==> src/rtl/mrnw_wrfifo_pkg.sv <==
//==============================================================================
// Module   : mrnw_wrfifo_pkg
// Brief    : Shared types and helpers for the 1rNw write-FIFO backpressure block
// Revision : 1.0
//==============================================================================
`default_nettype none

package mrnw_wrfifo_pkg;

  localparam int MAX_WRPT = 16;

  typedef enum logic [0:0] {
    BP_OFF = 1'b0,
    BP_ON  = 1'b1
  } bp_state_t;

  function automatic int fnum_wrds(input int bitfifo);
    return 1 << bitfifo;
  endfunction

  // Callers zero-extend their write vector to MAX_WRPT bits.
  function automatic logic [4:0] popcount(input logic [MAX_WRPT-1:0] v);
    logic [4:0] n;
    n = '0;
    for (int i = 0; i < MAX_WRPT; i++) begin
      n = n + 5'(v[i]);
    end
    return n;
  endfunction

  function automatic logic [31:0] min_u(input logic [31:0] a, input logic [31:0] b);
    return (a < b) ? a : b;
  endfunction

endpackage

`default_nettype wire

==> src/rtl/mrnw_wrfifo_bpctl_if.sv <==
//==============================================================================
// Module   : mrnw_wrfifo_bpctl_if
// Brief    : Write/drain handshake bundle between upstream ports and the tracker
// Revision : 1.0
//==============================================================================
`default_nettype none

interface mrnw_wrfifo_bpctl_if #(
  parameter int NUMWRPT = 6,
  parameter int BITPCNT = 4
) ();

  logic [NUMWRPT-1:0] write;
  logic               drain_en;
  logic [BITPCNT-1:0] drain_cnt;
  logic [NUMWRPT-1:0] wr_bp;

  modport master (
    output write,
    output drain_en,
    input  drain_cnt,
    input  wr_bp
  );

  modport slave (
    input  write,
    input  drain_en,
    output drain_cnt,
    output wr_bp
  );

endinterface

`default_nettype wire

==> src/rtl/mrnw_bp_delay.sv <==
//==============================================================================
// Module   : mrnw_bp_delay
// Brief    : DEPTH-stage backpressure delay line; DEPTH=0 is a plain wire
// Revision : 1.0
//==============================================================================
`default_nettype none

module mrnw_bp_delay #(
  parameter int DEPTH = 1
) (
  input  logic clk,
  input  logic rst,
  input  logic clr,
  input  logic d,
  output logic q
);

  generate
    if (DEPTH == 0) begin : g_wire
      logic w_unused;
      assign w_unused = ^{clk, rst, clr};
      assign q        = d;
    end else begin : g_pipe
      logic [DEPTH-1:0] r_pipe;
      always_ff @(posedge clk or negedge rst) begin
        if (!rst) begin
          r_pipe <= '0;
        end else if (clr) begin
          r_pipe <= '0;
        end else begin
          r_pipe <= DEPTH'({r_pipe, d});
        end
      end
      assign q = r_pipe[DEPTH-1];
    end
  endgenerate

endmodule

`default_nettype wire

==> src/rtl/mrnw_wrfifo_bpctl.sv <==
//==============================================================================
// Module   : mrnw_wrfifo_bpctl
// Brief    : Write-FIFO occupancy tracker with hysteretic per-port backpressure.
//            Optional high-water mark enabled by MRNW_WRFIFO_HWM_EN.
// Revision : 1.0
//==============================================================================
`default_nettype none

module mrnw_wrfifo_bpctl
  import mrnw_wrfifo_pkg::*;
#(
  parameter int NUMWRPT = 6,
  parameter int NUMWTPT = 2,
  parameter int BITFIFO = 8,
  parameter int BPDELAY = 1,
  parameter int BITPCNT = 4
) (
  input  logic               clk,
  input  logic               rst,
  input  logic               ready,
  mrnw_wrfifo_bpctl_if.slave bus,
  input  logic [BITFIFO:0]   bp_hi,
  input  logic [BITFIFO:0]   bp_lo,
  input  logic [NUMWRPT-1:0] bp_msk,
  output logic [BITFIFO:0]   fifo_cnt,
  output logic               ovf_err
`ifdef MRNW_WRFIFO_HWM_EN
  ,
  output logic [BITFIFO:0]   hwm
`endif
);

  localparam int CW       = BITFIFO + 2;
  localparam int FNUMWRDS = fnum_wrds(BITFIFO);
  localparam logic [BITFIFO:0] FULL_CNT = (BITFIFO+1)'(FNUMWRDS);

  logic [BITFIFO:0] r_cnt;
  logic             r_ovf;
  logic [CW-1:0]    w_ecnt;
  logic [CW-1:0]    w_dcnt;
  logic [CW-1:0]    w_nxt;
  logic             w_ovf;
  logic [BITFIFO:0] w_cnt_sat;
  bp_state_t        r_bp_state;
  bp_state_t        w_bp_nxt;
  logic             w_bp_raw;
  logic             w_bp_q;

  // Only entries present at cycle start are drainable, so dcnt never exceeds r_cnt.
  assign w_ecnt    = CW'(popcount(MAX_WRPT'(bus.write)));
  assign w_dcnt    = bus.drain_en ? CW'(min_u(32'(r_cnt), 32'(NUMWTPT))) : '0;
  assign w_nxt     = {1'b0, r_cnt} + w_ecnt - w_dcnt;
  assign w_ovf     = (w_nxt > CW'(FNUMWRDS));
  assign w_cnt_sat = w_ovf ? FULL_CNT : w_nxt[BITFIFO:0];

  always_ff @(posedge clk or negedge rst) begin
    if (!rst) begin
      r_cnt <= '0;
      r_ovf <= 1'b0;
    end else if (!ready) begin
      r_cnt <= '0;
      r_ovf <= 1'b0;
    end else begin
      r_cnt <= w_cnt_sat;
      if (w_ovf) begin
        r_ovf <= 1'b1;
      end
    end
  end

  always_ff @(posedge clk or negedge rst) begin
    if (!rst) begin
      r_bp_state <= BP_OFF;
    end else if (!ready) begin
      r_bp_state <= BP_OFF;
    end else begin
      r_bp_state <= w_bp_nxt;
    end
  end

  always_comb begin
    w_bp_nxt = r_bp_state;
    case (r_bp_state)
      BP_OFF:  if (r_cnt > bp_hi)  w_bp_nxt = BP_ON;
      BP_ON:   if (r_cnt <= bp_lo) w_bp_nxt = BP_OFF;
      default: w_bp_nxt = BP_OFF;
    endcase
  end

  // The resolved hysteresis decision for the current count feeds the delay line,
  // so the total count-to-bp latency is exactly BPDELAY cycles.
  always_comb begin
    w_bp_raw = (w_bp_nxt == BP_ON);
  end

  mrnw_bp_delay #(
    .DEPTH (BPDELAY)
  ) u_bp_delay (
    .clk (clk),
    .rst (rst),
    .clr (!ready),
    .d   (w_bp_raw),
    .q   (w_bp_q)
  );

  assign bus.wr_bp     = {NUMWRPT{w_bp_q}} & bp_msk;
  assign bus.drain_cnt = BITPCNT'(w_dcnt);
  assign fifo_cnt      = r_cnt;
  assign ovf_err       = r_ovf;

`ifdef MRNW_WRFIFO_HWM_EN
  logic [BITFIFO:0] r_hwm;

  always_ff @(posedge clk or negedge rst) begin
    if (!rst) begin
      r_hwm <= '0;
    end else if (!ready) begin
      r_hwm <= '0;
    end else if (w_cnt_sat > r_hwm) begin
      r_hwm <= w_cnt_sat;
    end
  end

  assign hwm = r_hwm;
`endif

endmodule

`default_nettype wire
==> src/flat_wrapper.sv <==
// flat-port wrapper written by rule: the top's interface ports become plain ports
module mrnw_wrfifo_bpctl_flat import mrnw_wrfifo_pkg::*;
#(
  parameter int NUMWRPT = 6,
  parameter int NUMWTPT = 2,
  parameter int BITFIFO = 8,
  parameter int BPDELAY = 1,
  parameter int BITPCNT = 4
)
  (clk, rst, ready, bp_hi, bp_lo, bp_msk, fifo_cnt, ovf_err, bus_write, bus_drain_en, bus_drain_cnt, bus_wr_bp);
  mrnw_wrfifo_bpctl_if #(.NUMWRPT(NUMWRPT), .BITPCNT(BITPCNT)) bus_i ();
  input  logic clk;
  input  logic rst;
  input  logic ready;
  input  logic [BITFIFO:0] bp_hi;
  input  logic [BITFIFO:0] bp_lo;
  input  logic [NUMWRPT-1:0] bp_msk;
  output logic [BITFIFO:0] fifo_cnt;
  output logic ovf_err;
  input wire logic [$bits(bus_i.write)-1:0] bus_write;
  input wire logic [$bits(bus_i.drain_en)-1:0] bus_drain_en;
  output wire logic [$bits(bus_i.drain_cnt)-1:0] bus_drain_cnt;
  output wire logic [$bits(bus_i.wr_bp)-1:0] bus_wr_bp;
  assign bus_i.write = bus_write;
  assign bus_i.drain_en = bus_drain_en;
  assign bus_drain_cnt = bus_i.drain_cnt;
  assign bus_wr_bp = bus_i.wr_bp;
  mrnw_wrfifo_bpctl #(.NUMWRPT(NUMWRPT), .NUMWTPT(NUMWTPT), .BITFIFO(BITFIFO), .BPDELAY(BPDELAY), .BITPCNT(BITPCNT)) u_core (.clk(clk), .rst(rst), .ready(ready), .bus(bus_i), .bp_hi(bp_hi), .bp_lo(bp_lo), .bp_msk(bp_msk), .fifo_cnt(fifo_cnt), .ovf_err(ovf_err));
endmodule
==> config.mk <==
export PLATFORM = sky130hd
export DESIGN_NAME = mrnw_wrfifo_bpctl_flat
export DESIGN_NICKNAME = d
export VERILOG_FILES = /design/src/rtl/mrnw_wrfifo_pkg.sv /design/src/rtl/mrnw_wrfifo_bpctl_if.sv /design/src/rtl/mrnw_bp_delay.sv /design/src/rtl/mrnw_wrfifo_bpctl.sv /design/src/flat_wrapper.sv
export SDC_FILE = /design/constraint.sdc
export NUM_CORES = 1
export LEC_CHECK = 0
export ABC_AREA = 1
export BUFFER_PORTS_ARGS = -buffer_cell sky130_fd_sc_hd__buf_2
export CAP_MARGIN = 10
export CORE_MARGIN = 1
export CORE_UTILIZATION = 57
export DETAILED_ROUTE_END_ITERATION = 10
export PLACE_DENSITY = 0.86
export SLEW_MARGIN = 15
export SYNTH_ARGS = -nofsm -noshare
export SYNTH_HDL_FRONTEND = slang
export SYNTH_HIERARCHICAL = 1
export SYNTH_SLANG_ARGS = --single-unit
==> constraint.sdc <==
create_clock -name clk -period 6.4 [get_ports clk]
set_clock_uncertainty 0.2 [all_clocks]
set_input_delay 0.64 -clock clk [delete_from_list [all_inputs] [get_ports clk]]
set_output_delay 0.64 -clock clk [all_outputs]
set_load 0.005 [all_outputs]
Word-level counts from Yosys, hierarchy flattened
Cells that the tools add are included.

Flip-flop bits (word level): 11. Bits of input ports: 34. Output and inout bits: 20. Word-level logic and storage cells: 27.

Add/sub/neg operators: 7. Magnitude comparators: 4. Eq/ne operators: 1. Mux-type cells: 10. Bitwise gates (word level): 2.

Operator list (number): $mux W9 (3); $add A5 B1 Y5 (4); $add A9 B5 Y10 (1); $gt A10 B9 Y1 const B (1); $mux W10 (1); $sub A10 B10 Y10 (1); $gt A9 B9 Y1 (1); $le A9 B9 Y1 (1); $lt A9 B2 Y1 const B (1); $and A6 B6 Y6 (1); $mux W1 (5); $add A1 B1 Y2 (1); $ne A2 B1 Y1 const B (1); $pmux W1 S2 (1); $not A1 Y1 (1).

Longest topological paths before layout
Gate-level depths: netlist of run 1.

Depth in word-level cells: 10. Depth in mapped cells: 26. Mapped depth without buffers: 26.

Hierarchy
The synthesis of run 1 kept the hierarchy.

Modules (own cells, without submodules): mrnw_wrfifo_bpctl (times used 1, cells each 268, area an instance 1853.0 sq um, seq. area each 275.3 sq um); mrnw_bp_delay (times used 1, cells each 3, area an instance 35.0 sq um, seq. area each 25.0 sq um).

Worst setup path before layout of run 1
No wires, ideal clock.

Path kind: flip-flop to flip-flop. Start point: reg u_core.r_cnt[1] (netlist: u_core/fifo_cnt[1]). End point: reg u_core.r_ovf (netlist: u_core/ovf_err). Library setup time: 0.113 ns. Data arrival time: 3.755 ns. Data required time: 6.087 ns. Path slack: 2.332 ns. Stages on the path, launching flop included: 27. Path buffers: 0. Clock period less this slack: 4.068 ns. Path through: dfrtp_1 > nor2_1 > nand2_1 > o31ai_1 > nand3_1 > nor2_1 > ha_1 > fa_1 > fa_1 > inv_1 > fa_1 > inv_1 > fa_1 > inv_1 > nand2_1 > nand2_1 > nand3_1 > nand2_1 > nand2_1 > nand2_1 > nand2_1 > inv_1 > nand2_1 > nand2_2 > nand3_1 > nand2_1 > inv_1.

Longest elaborated chain between the ends: 6. Elaborated cells between the ends (all ways): 7. Classes of those cells: add/sub: 2; order compare: 2; eq/ne: 1; mux: 2.

Ends and longest elaborated chain: from (decl) (line mrnw_wrfifo_bpctl.sv:37) `logic [BITFIFO:0] r_cnt;`; from (signal assigned) (line mrnw_wrfifo_bpctl.sv:64) `r_cnt <= w_cnt_sat;`; $lt A9 B2 Y1 (line mrnw_wrfifo_pkg.sv:32) `return (a < b) ? a : b;`; $mux W9 (line mrnw_wrfifo_pkg.sv:32); $mux W10 (line mrnw_wrfifo_bpctl.sv:51) `assign w_dcnt = bus.drain_en ? CW'(min_u(32'(r_cnt), 32'(NUMWTPT))) : '0;`; via bus_drain_cnt[0] (line flat_wrapper.sv:22) `output wire logic [$bits(bus_i.drain_cnt)-1:0] bus_drain_cnt;`; $sub A10 B10 Y10 (line mrnw_wrfifo_bpctl.sv:52) `assign w_nxt = {1'b0, r_cnt} + w_ecnt - w_dcnt;`; $gt A10 B9 Y1 (line mrnw_wrfifo_bpctl.sv:53) `assign w_ovf = (w_nxt > CW'(FNUMWRDS));`; $ne A2 B1 Y1 (no line); to (signal assigned) (line mrnw_wrfifo_bpctl.sv:59) `r_ovf <= 1'b0;`; to (signal assigned) (line mrnw_wrfifo_bpctl.sv:62) `r_ovf <= 1'b0;`; to (signal assigned) (line mrnw_wrfifo_bpctl.sv:66) `r_ovf <= 1'b1;`; to (decl) (line mrnw_wrfifo_bpctl.sv:38) `logic r_ovf;`.

The timed path passes the listed nets, and every way through them passes these cells. A chain may end at the register's enable or synchronous reset.

Final worst setup path of run 1
Start point: reg u_core.r_cnt[4] (netlist: u_core/fifo_cnt[4]). End point: reg u_core.r_cnt[1] (netlist: u_core/fifo_cnt[1]).

Longest elaborated chain between the ends: 7. Elaborated cells between the ends (all ways): 8. Classes of those cells: add/sub: 2; order compare: 2; mux: 4.

Ends and longest elaborated chain: $lt A9 B2 Y1 (line mrnw_wrfifo_pkg.sv:32); $mux W9 (line mrnw_wrfifo_pkg.sv:32); $mux W10 (line mrnw_wrfifo_bpctl.sv:51); $sub A10 B10 Y10 (*) (line mrnw_wrfifo_bpctl.sv:52); $gt A10 B9 Y1 (line mrnw_wrfifo_bpctl.sv:53); $mux W9 (*) (line mrnw_wrfifo_bpctl.sv:54) `assign w_cnt_sat = w_ovf ? FULL_CNT : w_nxt[BITFIFO:0];`; $mux W9 (*) (line mrnw_wrfifo_bpctl.sv:60) `end else if (!ready) begin`.

Every way passes the cells marked *; elsewhere a longest branch is shown, timed or not.

==> results of run 1 <==
## critical path, stage by stage, from the launching register on
cell and delay (ps):
sky130_fd_sc_hd__dfrtp_1 460, sky130_fd_sc_hd__nor2_1 130, sky130_fd_sc_hd__nand2_1 60, sky130_fd_sc_hd__o31ai_1 280, sky130_fd_sc_hd__nand3_1 170, sky130_fd_sc_hd__nor2_1 210
sky130_fd_sc_hd__ha_1 280, sky130_fd_sc_hd__fa_1 510, sky130_fd_sc_hd__fa_1 410, sky130_fd_sc_hd__inv_1 80, sky130_fd_sc_hd__fa_1 190, sky130_fd_sc_hd__inv_1 60
sky130_fd_sc_hd__fa_1 370, sky130_fd_sc_hd__inv_1 60, sky130_fd_sc_hd__nand2_1 50, sky130_fd_sc_hd__nand2_1 110, sky130_fd_sc_hd__nand3_1 100, sky130_fd_sc_hd__nand2_1 70
sky130_fd_sc_hd__nand2_1 50, sky130_fd_sc_hd__nand2_1 70, sky130_fd_sc_hd__nand2_1 50, sky130_fd_sc_hd__inv_1 50, sky130_fd_sc_hd__nand2_1 50, sky130_fd_sc_hd__nand2_2 80
sky130_fd_sc_hd__nand3_4 110, sky130_fd_sc_hd__nor2_1 110
## sequential cells by signal (all words and copies together), names as in the netlist
| name | count |
|---|---|
| u_core/fifo_cnt | 9 |
| u_core/ovf_err | 1 |
| u_core/r_bp_state | 1 |
| u_core/u_bp_delay/q | 1 |
## power groups by stage
stage	sequential, mW	combinational, mW	clock (mW)
5_1_grt	0.123	0.782	0.0487
3_5_place_dp	0.121	0.678	0
6_report	0.120	0.683	0.0429
2_1_floorplan	0.116	0.527	0
3_3_place_gp	0.121	0.667	0
4_1_cts	0.120	0.683	0.0449
## cell type report
| type | count | area share |
|---|---|---|
| inverter | 67 | 0.113 |
| multi-input combinational | 192 | 0.599 |
| sequential | 12 | 0.135 |
| tap | 44 | 0.0247 |
| timing repair buffer | 53 | 0.119 |
| clock buffer | 3 | 0.0101 |
## metal layers
| metal | vias to the layer above | track usage | wire length [µm] |
|---|---|---|---|
| met5 | - | 0 | 0 |
| met4 | 0 | 0.0698 | 10 |
| met3 | 2 | 0.0284 | 232 |
| met2 | 54 | 0.474 | 2090 |
| met1 | 838 | 0.274 | 1690 |
| li1 | 972 | - | - |
## kinds of logic after synthesis
kind of cell,Yosys count
buffers and inverters,67
XOR/XNOR,2
AO/OA/AOI/OAI,26
adder cells (fa/ha/maj),54
AND/OR/NAND/NOR,110
flip-flops,12
## worst min-delay path by stage
| stage | from | endpoint | slack [ps] |
|---|---|---|---|
| finish | rst | u_core/ovf_err | 40 |
| global route | rst | u_core/u_bp_delay/q | 40 |
| CTS | rst | u_core/ovf_err | 40 |
| detailed placement | rst | u_core/ovf_err | 330 |
| global placement | rst | u_core/ovf_err | 320 |
| floorplan | rst | u_core/fifo_cnt[0] | 140 |
## synthesized netlist by cell type
master,instances
sky130_fd_sc_hd__nor2_2,1
sky130_fd_sc_hd__and2_1,1
sky130_fd_sc_hd__nand3_4,1
sky130_fd_sc_hd__fa_1,4
sky130_fd_sc_hd__nor2_1,21
sky130_fd_sc_hd__nand2_2,2
sky130_fd_sc_hd__xnor2_1,1
sky130_fd_sc_hd__inv_1,67
sky130_fd_sc_hd__xor2_1,1
sky130_fd_sc_hd__or2_4,1
sky130_fd_sc_hd__ha_1,50
sky130_fd_sc_hd__dfrtp_1,12
sky130_fd_sc_hd__o31ai_1,1
sky130_fd_sc_hd__nand2_1,59
sky130_fd_sc_hd__nand4_1,3
sky130_fd_sc_hd__nor3_1,2
sky130_fd_sc_hd__nand3b_1,1
sky130_fd_sc_hd__o21ai_0,8
sky130_fd_sc_hd__o21a_1,1
sky130_fd_sc_hd__nand3_1,18
sky130_fd_sc_hd__a21oi_1,16
## stage by stage
step | util | std cells | hold slack (ps)
floorplan | - | 271 | 144
global placement | 0.712 | 368 | 322
detailed placement | 0.712 | 368 | 325
CTS | 0.719 | 371 | 37.5
global route | 0.719 | 371 | 39.9
finish | 0.719 | 371 | 39.0
==> reports/qor.csv, run 1 <==
metric;value;unit
grt.overflow.total;0;
synth_area_leader_cell;sky130_fd_sc_hd__ha_1;
die_area;3550;µm²
ff2ff_path_depth;25;
slew_headroom;0.776;
dpl_worst_slack;1970;ps
r2r_setup_slack;1950;ps
final_weighted_congestion_in_routability_driven_placement;0.925;
comb_power_share;0.808;
final_worst_setup_slack;1950;ps
synthDominantCellAreaShare;0.331;
grt_first_pass_wirelength;6.56;mm
max-vdd-ir-drop;0.289;mV
p_sw_frac;0.544;
crit_type;reg -> reg;
holdBufCountCts;0;
yosysWarnings;6;
layout_min_cycle_time;4450;ps
htreeDepth;1;
worstPathRequired;6390;ps
slew_viol_final;0;
synth_sequential_area_ratio;0.159;
wire_per_inst;10.8;µm
die_w;59.6;µm
synthesis.instances;271;
antenna-diode-count;0;
area_delta_synth_final;18.2;%
critical_path.startpoint_type;register;
synthesized_area_per_cell;6.97;µm²
worst_setup_hold_path_clk_slew;70;ps
total_switching_power;0.460;mW
regToRegEndpoint;u_core/fifo_cnt[1];
top_post_synthesis_cells_by_area;sky130_fd_sc_hd__ha_1 33%, sky130_fd_sc_hd__dfrtp_1 16%, sky130_fd_sc_hd__inv_1 13%;
buffer_count_from_post_cts_setup_fixing;0;
number_of_filler_instances_in_the_final_layout;275;
startpoint;u_core/fifo_cnt[4];
placement.io_buffers;53;
cts_buffer_count;3;
post_synthesis_cell_area;1890;µm²
vias_per_cell;5.03;
rows;20;
regToRegStartpoint;u_core/fifo_cnt[4];
portion_of_netlist_area_occupied_by_mux_cells;0;
dr_total_vias;1866;
finalSetupTns;0;ps
status;complete, no violations;
tritoncts;done;
finish.instance_area;2230;µm²
power.sequential.fraction;0.141;
drt_first_iter_violations;79;
timing.final.setup_violations;0;
dieHeight;59.6;µm
pin_count_of_the_biggest_net_entering_global_routing;13;
end_kind;register;
cts-root-to-sink-buffers;2;
p_per_area;379;nW/µm²
tritoncts_num_sinks;12;
drv.max_cap_violation_count;0;
synth_fp_nets;359;
cts.repair.resized;0;
cts_root_buf;sky130_fd_sc_hd__clkbuf_4;
synth_fa_ha_area_frac;0.374;
synth_xor_xnor_area_share;0.00928;
synthSimpleGateAreaFrac;0.253;
top_level_ports;54;
final_layout_size_suffix_gt1_frac;0.187;
internal_power;0.386;mW
hold_path_class;in -> async;
antenna_found_initial;0;
max_freq;225;MHz
multiInputGateArea;1340;µm²
area.sequential;300;µm²
totalWireLength;4.02;mm
number_of_global_route_vias_before_repair;1721;
fin_total_pwr;0.846;mW
drc;0;
slew_at_the_pin_closest_to_its_max_slew_limit;332;ps
arrival;4440;ps
dp_hpwl;3.54;mm
synth.lib_cells_used.distinct;21;
synth-compound-area-share;0.0716;
clkPwrFrac;0.051;
flops_latches_synth;12;
antenna_left;0;
hold_violations;0;
fp.coreArea;3100;µm²
power_leakage;1.49;nW
critical_path.endpoint;u_core/fifo_cnt[1];
post-route-period-util;0.696;
synth_top_family_by_area;adder cells;
firstDrtPassIters;4;
dpl_cell_area;2210;µm²
floorplan.initialDensity;0.608;
rsz_0062_raised_after_global_routing;false;
insertion_delay;260;ps
critical_path_peak_fanout;8;
layout_commonest_cell;sky130_fd_sc_hd__inv_1;
leading_cell_types_in_the_layout_fill_and_taps_excluded;67 x sky130_fd_sc_hd__inv_1, 59 x sky130_fd_sc_hd__nand2_1, 53 x sky130_fd_sc_hd__buf_2, 50 x sky130_fd_sc_hd__ha_1, 21 x sky130_fd_sc_hd__nor2_1;
grt_usage;0.243;
nets;417;
Power figures use the tool's default switching activity.
==> run 2: changes to the inputs <==
--- a/config.mk
+++ b/config.mk
@@ -9,9 +9,9 @@
 export BUFFER_PORTS_ARGS = -buffer_cell sky130_fd_sc_hd__buf_2
 export CAP_MARGIN = 10
 export CORE_MARGIN = 1
-export CORE_UTILIZATION = 57
+export CORE_UTILIZATION = 48
 export DETAILED_ROUTE_END_ITERATION = 10
-export PLACE_DENSITY = 0.86
+export PLACE_DENSITY = 0.78
 export SLEW_MARGIN = 15
 export SYNTH_ARGS = -nofsm -noshare
 export SYNTH_HDL_FRONTEND = slang
==> constraint.sdc (replaced) <==
create_clock -name clk -period 3.6 [get_ports clk]
set_clock_uncertainty 0.2 [all_clocks]
set_input_delay 0.36 -clock clk [delete_from_list [all_inputs] [get_ports clk]]
set_output_delay 0.36 -clock clk [all_outputs]
set_load 0.005 [all_outputs]
==> run 2 against run 1 <==
  * The run now ends with negative setup slack left
  * Routed wire length rose by 20%
  * Worst setup slack got worse by 2600 ps
  * Clock-buffer cell count rose by 1
  * Core utilization fell by 0.41 points
  * Power rose to 2.6 times the previous value
  * Via count rose by 8.5%
  * Combinational power rose to 2.7 times the previous value
  * Sequential power rose by 62%
  * Fmax rose by 4.1%
  * Non-clock buffer count rose by 37
  * Critical path type unchanged
  * Largest power group unchanged
==> reports/qor.csv, run 2 (synthesis gave the netlist of run 1 again) <==
metric;value;unit
vias_per_cell;4.90;
ff2ff_path_depth;25;
number_of_global_route_vias_before_repair;1902;
worst_setup_hold_path_clk_slew;50;ps
end_kind;register;
tritoncts_num_sinks;12;
rsz_0062_raised_after_global_routing;true;
antenna-diode-count;0;
antenna_found_initial;0;
rows;22;
die_w;64.7;µm
utilization;0.715;
regToRegStartpoint;u_core/fifo_cnt[4];
arrival;4240;ps
post-route-period-util;1.19;
tritoncts;done;
cts-root-to-sink-buffers;2;
layoutNonFillerInstCount;413;
die_area;4190;µm²
area_delta_synth_final;40.7;%
hold_path_class;in -> reg;
crit_path_frequent_cell;sky130_fd_sc_hd__nand2_2;
insertion_delay;240;ps
floorplan.initialDensity;0.508;
wire_per_inst;11.7;µm
crit_slowest_cell;sky130_fd_sc_hd__fa_1;
layout_commonest_cell;sky130_fd_sc_hd__inv_1;
grt_usage;0.243;
crit_type;reg -> reg;
whs_path_depth;3;
leading_cell_types_in_the_layout_fill_and_taps_excluded;61 x sky130_fd_sc_hd__inv_1, 53 x sky130_fd_sc_hd__buf_2, 49 x sky130_fd_sc_hd__nand2_1, 49 x sky130_fd_sc_hd__ha_1, 36 x sky130_fd_sc_hd__buf_4;
cts_root_buf;sky130_fd_sc_hd__clkbuf_8;
critical_path_peak_fanout;8;
fp.coreArea;3720;µm²
finish.instance_area;2660;µm²
finalSetupTns;-6180;ps
grt.overflow.total;0;
slew_viol_final;0;
dpl_cell_area;2450;µm²
fin_total_pwr;2.19;mW
timing.final.setup_violations;10;
htreeDepth;1;
max-vdd-ir-drop;0.593;mV
critical_path.startpoint_type;register;
cts_buffer_count;3;
placedCellCount;402;
top_level_ports;54;
antenna_left;0;
holdPathEnd;u_core/ovf_err;
violations;negative setup slack;
worstPathRequired;3560;ps
status;finished, violations left;
cpPeakStageDelay;510;ps
dieHeight;64.7;µm
dp_hpwl;3.81;mm
nets;454;
largest_reg_flops;9;
final_layout_size_suffix_gt1_frac;0.351;
drc;0;
drt_first_iter_violations;75;
totalWireLength;4.83;mm
grt_first_pass_wirelength;7.82;mm
placement.io_buffers;53;
drv.max_cap_violation_count;0;
layout_min_cycle_time;4270;ps
slew_headroom;0.831;
dpl_worst_slack;-599;ps
max_freq;234;MHz
final_weighted_congestion_in_routability_driven_placement;0.819;
worstHoldStart;ready;
firstDrtPassIters;4;
power_leakage;1.69;nW
p_per_area;824;nW/µm²
hold-worst-slack;189;ps
regToRegEndpoint;u_core/fifo_cnt[5];
dr_total_vias;2025;
r2r_setup_slack;-670;ps
hold_violations;0;
pin_count_of_the_biggest_net_entering_global_routing;13;
slew_at_the_pin_closest_to_its_max_slew_limit;253;ps
final_worst_setup_slack;-675;ps
[run 2: what timing repair did]
item,4_1_cts,5_1_grt
gates resized for setup,9,20
endpoints found under the setup margin,10,10
hold buffers,1,0
pin swaps,4,5
buffers inserted,4,2
endpoints found under the hold margin,12,0
[run 2: per-layer routing]
metal / up-vias / track usage / wire length, µm
met5: - / 0 / 0
met4: 0 / 0.108 / 110
met3: 11 / 0.0141 / 206
met2: 70 / 0.483 / 2580
met1: 902 / 0.255 / 1930
li1: 1042 / - / -
[run 2: worst max-delay path by stage]
stage	slack, ps	cells past startpoint	end	startpoint
4_1_cts	-620	25	u_core/fifo_cnt[6]	u_core/fifo_cnt[4]
5_1_grt	-880	25	u_core/fifo_cnt[5]	u_core/fifo_cnt[4]
3_3_place_gp	-430	26	u_core/ovf_err	u_core/fifo_cnt[1]
3_5_place_dp	-600	25	u_core/fifo_cnt[0]	u_core/fifo_cnt[4]
2_1_floorplan	-340	26	u_core/ovf_err	u_core/fifo_cnt[1]
6_report	-670	25	u_core/fifo_cnt[5]	u_core/fifo_cnt[4]
[run 2: worst max-delay path: cells and delay by family, from the launching register on]
| kind | cells | cell delay, ps |
|---|---|---|
| AOI/OAI and AO/OA | 1 | 220 |
| adders and majority gates | 5 | 1730 |
| and+or+nand+nor | 15 | 1430 |
| DFF | 1 | 400 |
| buffers and inverters | 4 | 230 |
[run 2: power by group]
part | switching [mW] | internal [mW]
combinational | 1.02 | 0.834
sequential | 0.0218 | 0.172
clock | 0.0474 | 0.0964
[run 2: final cells by class]
class | count | area (µm²)
multi-input cells | 192 | 1440
fillers | 319 | 1060
repair buffers | 90 | 546
flip-flops and latches | 12 | 300
inverters | 67 | 251
well taps | 48 | 60.1
clock buffers | 4 | 55.1
